<file path="src/rtl/lbus_master_if.sv">
// Command, response and local-bus signal bundle for lbus_master.
// The master modport is the initiator's view; slave is the view of the
// surrounding logic (command source, response sink and bus responders).
interface lbus_master_if;
  logic        cmd_valid;
  logic        cmd_ready;
  logic        cmd_write;
  logic [7:0]  cmd_addr;
  logic [31:0] cmd_wdata;

  logic        rsp_valid;
  logic        rsp_ready;
  logic [31:0] rsp_rdata;
  logic        rsp_err;

  logic [7:0]  lb_addr;
  logic [31:0] lb_wdata;
  logic        lb_read;
  logic        lb_write;
  logic [31:0] lb_rdata;
  logic        lb_ack;

  modport master (
    input  cmd_valid, cmd_write, cmd_addr, cmd_wdata, rsp_ready, lb_rdata, lb_ack,
    output cmd_ready, rsp_valid, rsp_rdata, rsp_err,
           lb_addr, lb_wdata, lb_read, lb_write
  );

  modport slave (
    output cmd_valid, cmd_write, cmd_addr, cmd_wdata, rsp_ready, lb_rdata, lb_ack,
    input  cmd_ready, rsp_valid, rsp_rdata, rsp_err,
           lb_addr, lb_wdata, lb_read, lb_write
  );
endinterface

</file>
<file path="src/rtl/lbus_master.sv">
// Local-bus initiator: turns one upstream command into a single-cycle
// read/write strobe and returns read data or a write completion.
//
//  state | meaning
//  IDLE  | cmd_ready high, waiting for a command
//  STRB  | one-cycle lb_read or lb_write strobe
//  WAIT  | counting read latency, or waiting for lb_ack / timeout
//  RSP   | response presented until rsp_ready
//
// Wait counter: in the cycle that is k cycles after the strobe, cnt_q == k.
// Fixed latency reads sample lb_rdata when cnt_q == RD_LAT. Acking
// responders get their last chance when cnt_q == TIMEOUT; an ack in that
// cycle still completes without error.
// Fixed-latency writes need no wait and go straight from STRB to RSP.
module lbus_master #(
  parameter int unsigned RD_LAT  = 2,
  parameter bit          USE_ACK = 1'b0,
  parameter int unsigned TIMEOUT = 64
) (
  input  logic          clk,
  input  logic          rst,
  lbus_master_if.master bus
);

  typedef enum logic [1:0] {
    IDLE = 2'd0,
    STRB = 2'd1,
    WAIT = 2'd2,
    RSP  = 2'd3
  } state_e;

  localparam logic [7:0] RD_LAT_C  = 8'(RD_LAT);
  localparam logic [7:0] TIMEOUT_C = 8'(TIMEOUT);

  state_e      state_q, state_d;
  logic        init_q;
  logic        wr_q;
  logic [7:0]  addr_q;
  logic [31:0] wdata_q;
  logic [31:0] rdata_q;
  logic        err_q;
  logic [7:0]  cnt_q;

  logic        accept_c;
  logic        capture_c;
  logic        timeout_c;

  // init_q keeps cmd_ready low until the first clock after reset release
  assign accept_c = (state_q == IDLE) && init_q && bus.cmd_valid;

  // State register
  always_ff @(posedge clk or posedge rst) begin
    if (rst) state_q <= IDLE;
    else     state_q <= state_d;
  end

  // Next-state logic plus the capture/timeout decisions made on the way out of STRB/WAIT
  always_comb begin
    state_d   = state_q;
    capture_c = 1'b0;
    timeout_c = 1'b0;
    case (state_q)
      IDLE: begin
        if (accept_c) state_d = STRB;
      end
      STRB: begin
        if (USE_ACK) begin
          if (bus.lb_ack) begin
            capture_c = !wr_q;
            state_d   = RSP;
          end else begin
            state_d = WAIT;
          end
        end else begin
          state_d = wr_q ? RSP : WAIT;
        end
      end
      WAIT: begin
        if (USE_ACK) begin
          if (bus.lb_ack) begin
            capture_c = !wr_q;
            state_d   = RSP;
          end else if (cnt_q == TIMEOUT_C) begin
            timeout_c = 1'b1;
            state_d   = RSP;
          end
        end else if (cnt_q == RD_LAT_C) begin
          capture_c = !wr_q;
          state_d   = RSP;
        end
      end
      RSP: begin
        if (bus.rsp_ready) state_d = IDLE;
      end
      default: state_d = IDLE;
    endcase
  end

  // Outputs decoded from state; strobes exist only in STRB
  always_comb begin
    bus.cmd_ready = (state_q == IDLE) && init_q;
    bus.lb_read   = (state_q == STRB) && !wr_q;
    bus.lb_write  = (state_q == STRB) && wr_q;
    bus.lb_addr   = addr_q;
    bus.lb_wdata  = wdata_q;
    bus.rsp_valid = (state_q == RSP);
    bus.rsp_rdata = rdata_q;
    bus.rsp_err   = err_q;
  end

  // Command latch, wait counter and response capture
  always_ff @(posedge clk or posedge rst) begin
    if (rst) begin
      init_q  <= 1'b0;
      wr_q    <= 1'b0;
      addr_q  <= 8'h00;
      wdata_q <= 32'h0;
      rdata_q <= 32'h0;
      err_q   <= 1'b0;
      cnt_q   <= 8'h00;
    end else begin
      init_q <= 1'b1;
      if (accept_c) begin
        wr_q    <= bus.cmd_write;
        addr_q  <= bus.cmd_addr;
        wdata_q <= bus.cmd_write ? bus.cmd_wdata : 32'h0;
        rdata_q <= 32'h0;
        err_q   <= 1'b0;
      end
      if (state_q == STRB)      cnt_q <= 8'd1;
      else if (state_q == WAIT) cnt_q <= cnt_q + 8'd1;
      if (capture_c) rdata_q <= bus.lb_rdata;
      if (timeout_c) err_q   <= 1'b1;
    end
  end

endmodule
</file>
<file path="src/flat_wrapper.sv">
// flat-port wrapper written by rule: the top's interface ports become plain ports
module lbus_master_flat 
#(
  parameter int unsigned RD_LAT  = 2,
  parameter bit          USE_ACK = 1'b0,
  parameter int unsigned TIMEOUT = 64
)
  (clk, rst, bus_cmd_valid, bus_cmd_write, bus_cmd_addr, bus_cmd_wdata, bus_rsp_ready, bus_lb_rdata, bus_lb_ack, bus_cmd_ready, bus_rsp_valid, bus_rsp_rdata, bus_rsp_err, bus_lb_addr, bus_lb_wdata, bus_lb_read, bus_lb_write);
  lbus_master_if bus_i ();
  input  logic clk;
  input  logic rst;
  input wire logic [$bits(bus_i.cmd_valid)-1:0] bus_cmd_valid;
  input wire logic [$bits(bus_i.cmd_write)-1:0] bus_cmd_write;
  input wire logic [$bits(bus_i.cmd_addr)-1:0] bus_cmd_addr;
  input wire logic [$bits(bus_i.cmd_wdata)-1:0] bus_cmd_wdata;
  input wire logic [$bits(bus_i.rsp_ready)-1:0] bus_rsp_ready;
  input wire logic [$bits(bus_i.lb_rdata)-1:0] bus_lb_rdata;
  input wire logic [$bits(bus_i.lb_ack)-1:0] bus_lb_ack;
  output wire logic [$bits(bus_i.cmd_ready)-1:0] bus_cmd_ready;
  output wire logic [$bits(bus_i.rsp_valid)-1:0] bus_rsp_valid;
  output wire logic [$bits(bus_i.rsp_rdata)-1:0] bus_rsp_rdata;
  output wire logic [$bits(bus_i.rsp_err)-1:0] bus_rsp_err;
  output wire logic [$bits(bus_i.lb_addr)-1:0] bus_lb_addr;
  output wire logic [$bits(bus_i.lb_wdata)-1:0] bus_lb_wdata;
  output wire logic [$bits(bus_i.lb_read)-1:0] bus_lb_read;
  output wire logic [$bits(bus_i.lb_write)-1:0] bus_lb_write;
  assign bus_i.cmd_valid = bus_cmd_valid;
  assign bus_i.cmd_write = bus_cmd_write;
  assign bus_i.cmd_addr = bus_cmd_addr;
  assign bus_i.cmd_wdata = bus_cmd_wdata;
  assign bus_i.rsp_ready = bus_rsp_ready;
  assign bus_i.lb_rdata = bus_lb_rdata;
  assign bus_i.lb_ack = bus_lb_ack;
  assign bus_cmd_ready = bus_i.cmd_ready;
  assign bus_rsp_valid = bus_i.rsp_valid;
  assign bus_rsp_rdata = bus_i.rsp_rdata;
  assign bus_rsp_err = bus_i.rsp_err;
  assign bus_lb_addr = bus_i.lb_addr;
  assign bus_lb_wdata = bus_i.lb_wdata;
  assign bus_lb_read = bus_i.lb_read;
  assign bus_lb_write = bus_i.lb_write;
  lbus_master #(.RD_LAT(RD_LAT), .USE_ACK(USE_ACK), .TIMEOUT(TIMEOUT)) u_core (.clk(clk), .rst(rst), .bus(bus_i));
endmodule
</file>
<file path="config.mk">
export PLATFORM = sky130hd
export DESIGN_NAME = lbus_master_flat
export DESIGN_NICKNAME = d
export VERILOG_FILES = /design/src/rtl/lbus_master_if.sv /design/src/rtl/lbus_master.sv /design/src/flat_wrapper.sv
export SDC_FILE = /design/constraint.sdc
export NUM_CORES = 1
export LEC_CHECK = 0
export BUFFER_PORTS_ARGS = -buffer_cell sky130_fd_sc_hd__buf_2
export CAP_MARGIN = 20
export CORE_MARGIN = 2
export CORE_UTILIZATION = 51
export DETAILED_ROUTE_END_ITERATION = 10
export GPL_TIMING_DRIVEN = 0
export PLACE_DENSITY = 0.81
export SLEW_MARGIN = 20
export SYNTH_ARGS = -nofsm -noshare
export SYNTH_HDL_FRONTEND = slang
export SYNTH_SLANG_ARGS = --single-unit
</file>
<file path="constraint.sdc">
create_clock -name clk -period 6.25 [get_ports clk]
set_input_delay 0.3125 -clock clk [delete_from_list [all_inputs] [get_ports clk]]
set_output_delay 0.3125 -clock clk [all_outputs]
set_load 0.01 [all_outputs]
</file>
# == After elaboration in Yosys (flattened, before gate mapping) ==
# Cells that the tools add are included.
# totals
register_bits,84
# classes
eq_ne,7
muxes,12
n_addsub,1
reduce_logical,9
# ops
cell,n
2-to-1 mux 32 bit,3
2-to-1 mux 8 bit,2
"adder 8 x 1 -> 8 bit, second input constant",1
"== test 8 x 2 -> 1 bit, second input constant",1
case mux 2 bit (4 select lines),1
2-to-1 mux 2 bit,3
"== test 2 bit, second input constant",2
logical AND 1 bit,4
"!= test 2 x 1 -> 1 bit, second input constant",2
nonzero test 2 bit,2
2-to-1 mux 1 bit,3
AND reduction 3 bit,1
"== test 2 x 1 -> 1 bit, second input constant",1
zero test 2 bit,1
"!= test 2 bit, second input constant",1
zero test 1 bit,1

# == Depth between registers and ports, before layout ==
# Gate-level depths: netlist of run 1.
# depth
word_depth,5
mapped_depth,8
ltp_nobuf,6

# == Least setup slack after synthesis of run 1 ==
# OpenSTA, ideal clock, no wires.
# synth_timing
path_type,register to register
start,register u_core.cnt_q[0]
end,"register u_core.rdata_q[10], in the netlist u_core.bus.rsp_rdata[10]"
arrival_time_ps,1800
path_stages_with_launch,7
path_buffers,1
setup_time_ps,127
path_slack_ps,4323
cell_sequence,dfrtp_1 > inv_1 > ha_1 > or4b_4 > nor4b_4 > buf_2 > o21ai_0
# synth_via
elab_chain_cells,4
word_cells_on_any_way,5
classes_between,1 x eq/ne; 3 x mux; 1 x reduce/logical
# synth_rtl
element,line_no,text
start: declaration,lbus_master.sv:42,logic [7:0] cnt_q;
start signal: assignment,lbus_master.sv:131,else if (state_q == WAIT) cnt_q <= cnt_q + 8'd1;
== test 8 x 2 -> 1 bit (*),lbus_master.sv:87,end else if (cnt_q == RD_LAT_C) begin
2-to-1 mux 1 bit (*),lbus_master.sv:87,
2-to-1 mux 1 bit (*),lbus_master.sv:62,case (state_q)
2-to-1 mux 32 bit or nonzero test 2 bit (tied branches),--,
end signal: assignment,lbus_master.sv:132,if (capture_c) rdata_q <= bus.lb_rdata;
end: declaration,lbus_master.sv:40,logic [31:0] rdata_q;
# Mark *: on every way between the ends. The rest lies on a longest branch, timed or not.
# A chain may end at the register's enable or synchronous reset.

# == Final worst setup path of run 1 ==
# layout_timing
start,register u_core.state_q[0]
end,"register u_core.rdata_q[18], in the netlist u_core.bus.rsp_rdata[18]"
# layout_via
elab_chain_cells,4
word_cells_on_any_way,7
classes_between,1 x eq/ne; 2 x mux; 4 x reduce/logical
# layout_rtl
element,line_no,text
start: declaration,lbus_master.sv:35,"state_e state_q, state_d;"
start signal: assignment,lbus_master.sv:54,else state_q <= state_d;
zero test 2 bit,lbus_master.sv:49,assign accept_c = (state_q == IDLE) && init_q && bus.cmd_valid;
logical AND 1 bit (2 in a row),lbus_master.sv:49,
nonzero test 2 bit (no source line),--,
# Several ways; a longest one is shown, not always the timed one.

==> results of run 1 <==
==> through the flow <==
stage | instance area [µm²] | hold WS [ns] | total power, µW
floorplan | 3510 | 0.429 | 1260
global placement | 4360 | 0.458 | 1530
detailed placement | 4380 | 0.393 | 1580
CTS | 4580 | 0.0175 | 1960
global route | 4580 | 0.0480 | 2080
finish | 4580 | 0.00599 | 1940
==> synth_stat cells, types with 2 or more instances <==
cell type / number / area, µm²
a21oi_1: 6 / 30.0
and2_1: 2 / 12.5
buf_4: 4 / 30.0
clkbuf_1: 15 / 56.3
clkbuf_2: 2 / 10.0
conb_1: 2 / 7.51
dfrtp_1: 84 / 2100
ha_1: 7 / 87.6
inv_1: 6 / 22.5
mux2_2: 9 / 101
mux2i_1: 2 / 20.0
nand2_1: 134 / 503
nand3_1: 4 / 20.0
nor2b_1: 2 / 12.5
nor3_1: 3 / 15.0
o21ai_0: 68 / 340
o2bb2ai_1: 2 / 17.5
o31ai_1: 2 / 15.0
xnor2_1: 3 / 26.3
==> sequential cells by signal, summed over array words and instances (netlist names) <==
name and cells:
u_core.bus.lb_wdata 32, u_core.bus.rsp_rdata 32, u_core.bus.lb_addr 8, u_core.cnt_q 8, u_core.state_q 2, u_core.init_q 1, u_core.wr_q 1
==> kinds of logic after synthesis <==
| family | count (synthesis) |
|---|---|
| other cells | 2 |
| buf+inv | 29 |
| simple gates | 150 |
| compound gates | 80 |
| xor+xnor | 3 |
| flops | 84 |
| mux | 11 |
| fa+ha+maj | 7 |
==> critical path, stage by stage, from the launching register on <==
cell and delay, ns:
dfrtp_1 0.40, inv_1 0.12, ha_1 0.23, and2_1 0.15, nand2_1 0.23, buf_1 0.49
clkbuf_1 0.40, nand2_1 0.10, o21ai_0 0.18
==> per-layer routing <==
layer,routed length [µm],track usage (%),part of all wire (%),vias up
met5,0,0,0,-
met4,142,8.95,1.7,0
met3,744,6.16,8.7,14
met2,4040,37.2,48,129
met1,3580,29.3,42,1450
li1,-,-,-,1515
==> worst max path at each step <==
stage / startpoint / to / slack [ns]
after floorplan: rst / u_core.bus.lb_addr[0] / 3.77
after global placement: rst / u_core.bus.lb_wdata[17] / 2.84
after detailed placement: u_core.state_q[0] / u_core.bus.rsp_rdata[18] / 3.83
after CTS: u_core.state_q[0] / u_core.bus.rsp_rdata[18] / 3.82
after global routing: u_core.state_q[0] / u_core.bus.rsp_rdata[9] / 3.54
final: u_core.state_q[0] / u_core.bus.rsp_rdata[18] / 3.87
==> area by class of cell <==
cell class | instances | area, µm² | share of cell area [%]
multi-input combinational | 253 | 1280 | 27.9
timing repair buffer | 152 | 776 | 17.0
buffer | 23 | 105 | 2.30
clock inverter | 4 | 50.0 | 1.09
clock buffer | 11 | 141 | 3.09
tap | 80 | 100 | 2.19
inverter | 6 | 25.0 | 0.547
sequential | 84 | 2100 | 45.9
==> power groups by stage <==
stage                     logic, µW  clock network (µW)  registers, µW
after floorplan                 306                   0            952
after global placement          671                   0            864
after CTS                       703                 387            866
final                           694                 381            866
after global routing            782                 408            888
after detailed placement        704                   0            874
==> impl_results.md, run 1 <==
- Final TNS setup: 0 ns
- Most frequent cells in the layout: buf_2, nand2_1, dfrtp_1, o21ai_0, clkbuf_1
- Asr flop ratio synth: 100%
- Die height: between 80 and 90 µm
- DR pass1 iterations: 4
- Leakage power: 0.00243 µW
- Starting Density: a little over half
- Pwr/cell area: about 420 nW/µm²
- Pin count of the biggest net entering global routing: 45
- GRT Total Usage: approximately 23%
- Final Max Tran Viols: 0
- Fmax: 420 MHz
- Via density: around 5.1
- Wire length per cell: approximately 14 µm
- Max-Cap Viols: 0
- Top Ports: about 160
- DRT antenna net count: 0
- Clock sinks: 84
- IO Port Bufs: roughly 150
- Critical path data required time: around 6.5 ns
- Simple-gate portion of the synthesized area: 17.6%
- Final wirelength: roughly 8500 µm
- Max IR drop VDD: 0.190 mV
- Number of antenna repair diodes: 0
- Synth Register Bits: 84
- Area grow syn2layout: 30.5%
- Vias in the first global route: between 2000 and 3000
- Measured slew at the worst slew-check pin: around 0.57 ns
- Netlist cell types: 28
- CP max FO: 10
- RSZ-0062 raised after global routing: no
- Clk slew on worst S/H paths: around 0.080 ns
- Depth of the CTS H-tree: 3
- Core area: 6720 µm²
- Sw Share: 36.5%
- Most common cell after layout, fill and taps aside: buf_2
- Mapped Nets: around 450
- Initial antenna violation count: 0
- Hold Fails Final Rpt: 0
- Largest family of logic cells by synthesized area: simple AND/OR/NAND/NOR gates
- Reg-to-reg slack, setup: around 3.9 ns
- Synth Warn #: 0
- Number of post-CTS setup repair buffers: 0
- Clk pwr share: around 20%
- Cell at the root of the clock tree: clkbuf_8
- Final worst setup slack: 3.87 ns
- CTS tree: done
- TritonCTS buffer count: 9
- XOR/XNOR share of the synthesized area: less than 1%
- Post-synth EDFFs: 0
- NetSw: approximately 710 µW
- Seq pwr share: 44.6%
- Via Count: 3108
- Hold WC Path Type: input port to asynchronous set/reset pin
- Critical Path End Type: flip-flop
- Layout Cells excl Fill: around 610
- Post-Syn Instances: roughly 370
- Logic pwr share: a little over a third
- Detail Placement HPWL: around 6400 µm
- Row cnt: 30
- Seq/Total Area, Yosys: roughly 60%
- Synthesized cell area: 3510 µm²
- Total gr overflow: 0
- Dpl ws: 3.83 ns
- Longest Clk Path Bufs: 2
- Syn_area_per_cell: 9.58 µm²
- Layout Nets: about 610
- Worst R2R Start: u_core.state_q[0]
- Worst r2r path cells: 8
- DR DRC count: 0
- Type of origin of the critical path: flip-flop
- Initial DRC count: 133
- Ys flop type: dfrtp_1
- FF-to-FF End: u_core.bus.rsp_rdata[18]
- P_int: roughly 1200 µW
- Insertion delay to the later sink of the worst-skew pair: approximately 0.34 ns
- Slew HR: around 60%
- Share of cells above drive strength 1: about a third
- Placer Congestion: ~0.84
- Tcrit/Tclk final: between 30% and 40%
- First-pass GRT wire length: ~14000 µm
- Clk_skew: about 0.008 ns
- Synth Area in Compound Gates: roughly an eighth
- Fraction of the mapped netlist area in adder cells: roughly 2.5%
- Final Util: 68.1%
- Status: complete, no violations
- Die ar.: about 7600 µm²
- Tmin final: 2.38 ns
- Post-CTS resize count: 0
- Fill cells: ~550
- WS Path Type: flip-flop to flip-flop
- Final Setup Violations: 0
- Arrival time at the worst endpoint: approximately 2.6 ns
- Post-synthesis mux area share: 3.46%
- DP Cell Count: approximately 600
- Hold Buf Count CTS: 0
- Die width: 86.9 µm
No activity file was read; power rests on OpenSTA's default activity.
==> run 2: changes to the inputs <==
--- a/config.mk
+++ b/config.mk
@@ -8,10 +8,10 @@
 export BUFFER_PORTS_ARGS = -buffer_cell sky130_fd_sc_hd__buf_2
 export CAP_MARGIN = 20
 export CORE_MARGIN = 2
-export CORE_UTILIZATION = 51
+export CORE_UTILIZATION = 47
 export DETAILED_ROUTE_END_ITERATION = 10
 export GPL_TIMING_DRIVEN = 0
-export PLACE_DENSITY = 0.81
+export PLACE_DENSITY = 0.76
 export SLEW_MARGIN = 20
 export SYNTH_ARGS = -nofsm -noshare
 export SYNTH_HDL_FRONTEND = slang
==> constraint.sdc (replaced) <==
create_clock -name clk -period 2.4 [get_ports clk]
set_input_delay 0.12 -clock clk [delete_from_list [all_inputs] [get_ports clk]]
set_output_delay 0.12 -clock clk [all_outputs]
set_load 0.01 [all_outputs]
==> run 2 against run 1 <==
  * Design area rose by 9.4%
  * Flip-flop and latch count is the same
  * Routed wire length increased by 8.3%
  * Register-to-register slack got worse by 3.6 ns
  * Clock-buffer cell count is the same
  * Hold slack improved by 0.0040 ns
  * Combinational power grew to 2.7 times the previous value
  * Non-clock buffer count increased by 38
  * Via count is 6.3% higher
  * Clock power increased to 2.7 times the previous value
  * Sequential share of layout area is 3.9 points lower
  * Sequential power increased to 2.6 times the previous value
  * Critical path type unchanged
==> impl_results.md, run 2 (synthesis gave the netlist of run 1 again) <==
- Leakage power: around 0.0026 µW
- Pwr/cell area: between 1000 and 1500 nW/µm²
- Die height: between 90 and 100 µm
- Most common cell after layout, fill and taps aside: buf_2
- Max-Cap Viols: 0
- Depth of the CTS H-tree: 3
- Tmin final: ~2.1 ns
- Placer Congestion: just under 0.9
- Layout Nets: roughly 650
- Pin count of the biggest net entering global routing: 60
- DR DRC count: 0
- Core area: 7250 µm²
- CTS tree: done
- WS Path Type: flip-flop to flip-flop
- Most frequent cells in the layout: buf_2, nand2_1, dfrtp_1, o21ai_0, dlygate4sd3_1
- Met2 GRT Util: 39.9%
- Initial DRC count: 161
- TritonCTS buffer count: 9
- Wire length per cell: between 10 and 15 µm
- Clk_skew: about 0.0074 ns
- Longest Clk Path Bufs: 2
- Total gr overflow: 0
- Reg-to-reg slack, setup: approximately 0.32 ns
- Layout Cells excl Fill: between 600 and 700
- Final TNS setup: 0 ns
- GR Layer Usage met3: 3.76%
- Total power: 5160 µW
- Starting Density: approximately half
- RSZ-0062 raised after global routing: no
- Number of antenna repair diodes: 0
- Clk slew on worst S/H paths: 0.08 ns
- Fmax: between 400 and 500 MHz
- DP Cell Count: ~620
- Area grow syn2layout: 42.8%
- Via density: around 5
- Clock sinks: 84
- Type of origin of the critical path: flip-flop
- Detail Placement HPWL: around 6400 µm
- Hold WC Path Type: input port to flip-flop
- IO Port Bufs: 151
- Initial antenna violation count: 0
- Tcrit/Tclk final: between 80% and 90%
- Die ar.: between 8000 and 9000 µm²
- Final Max Tran Viols: 0
- Row cnt: 31
- Insertion delay to the later sink of the worst-skew pair: roughly 0.34 ns
- Max IR drop VDD: 0.486 mV
- Met1 usage: 30.9%
- Critical Path End Type: flip-flop
- Share of cells above drive strength 1: 33.6%
- Top Ports: between 150 and 200
- Hold Fails Final Rpt: 0
- CP max FO: 10
- Final wirelength: 9210 µm
- Busiest layer in global routing: met2
- First-pass GRT wire length: roughly 15000 µm
- Final Setup Violations: 0
- DRT antenna net count: 0
- GRT Total Usage: 23.5%
- Vias in the first global route: ~3200
- Cell at the root of the clock tree: clkbuf_8
- Via Count: 3303
- Die width: approximately 90 µm
- Arrival time at the worst endpoint: approximately 2.3 ns
- DR pass1 iterations: 5
- Status: complete, no violations
- Critical path data required time: around 2.7 ns
run 2: cell types whose count changed in the layout (fill, tap and decap cells not counted), sizes merged:
| cell | delta |
|---|---|
| buf | +2 |
| clkinvlp | -1 |
| dlygate4sd3 | +36 |
| clkinv | +2 |
run 2: worst paths after layout:
kind / from / end / cells after the start
worst max register to register: u_core.state_q[0] / u_core.bus.lb_wdata[30] / 8
worst min register to register: u_core.bus.lb_wdata[0] / u_core.bus.lb_wdata[0] / 2
max in group asynchronous: rst / u_core.bus.rsp_rdata[7] / 4
worst max-delay path: u_core.state_q[0] / u_core.bus.lb_wdata[30] / 8
worst min-delay path: bus_lb_rdata[8] / u_core.bus.rsp_rdata[8] / 3
min in group asynchronous: rst / u_core.init_q / 3
run 2: worst max-delay path, stage by stage (launching register included):
cell and delay (ns):
dfrtp_1 0.40, inv_1 0.12, ha_1 0.23, and2_1 0.15, nand2_1 0.23, buf_2 0.31, clkbuf_1 0.38, nand2_1 0.09
o21ai_0 0.10
run 2: area by class of cell:
type / instances / area [µm²]
Clock buffer: 11 / 151
Tap cell: 99 / 124
Clock inverter: 5 / 60.1
Multi-Input combinational cell: 253 / 1280
Buffer: 23 / 109
Sequential cell: 84 / 2100
Fill cell: 588 / 2250
Timing Repair Buffer: 190 / 1160
Inverter: 6 / 25.0
run 2: what timing repair did:
item / 4_1_cts / 5_1_grt
setup buffers: 0 / 2
pin swaps: 0 / 1
hold buffers: 36 / 0
hold endpoints to repair: 60 / 0
gates resized for setup: 1 / 4
setup endpoints to repair: 6 / 25
run 2: power breakdown:
| part | leakage, µW | switching, µW | internal (µW) |
|---|---|---|---|
| logic | 0.00140 | 1060 | 807 |
| registers | 0.00111 | 318 | 1940 |
| clock network | 0.000106 | 497 | 540 |
| total | 0.00261 | 1870 | 3290 |
run 2: routing by layer:
metal / routed length (µm) / vias up
li1: - / 1587
met1: 3930 / 1568
met2: 4540 / 131
met3: 561 / 17
met4: 170 / 0
met5: 0 / -
run 2: through the flow:
stage / hold slack [ns] / setup slack, ns / instance area [µm²] / utilization [%]
6_report: 0.00995 / 0.316 / 5010 / 69.0
5_1_grt: 0.00813 / 0.0555 / 5010 / 69.0
4_1_cts: 0.00103 / 0.0213 / 4990 / 68.8
3_5_place_dp: 0.122 / -0.0566 / 4420 / 60.9
3_3_place_gp: 0.321 / -0.831 / 4390 / 60.5
2_1_floorplan: 0.237 / 0.115 / 3510 / -
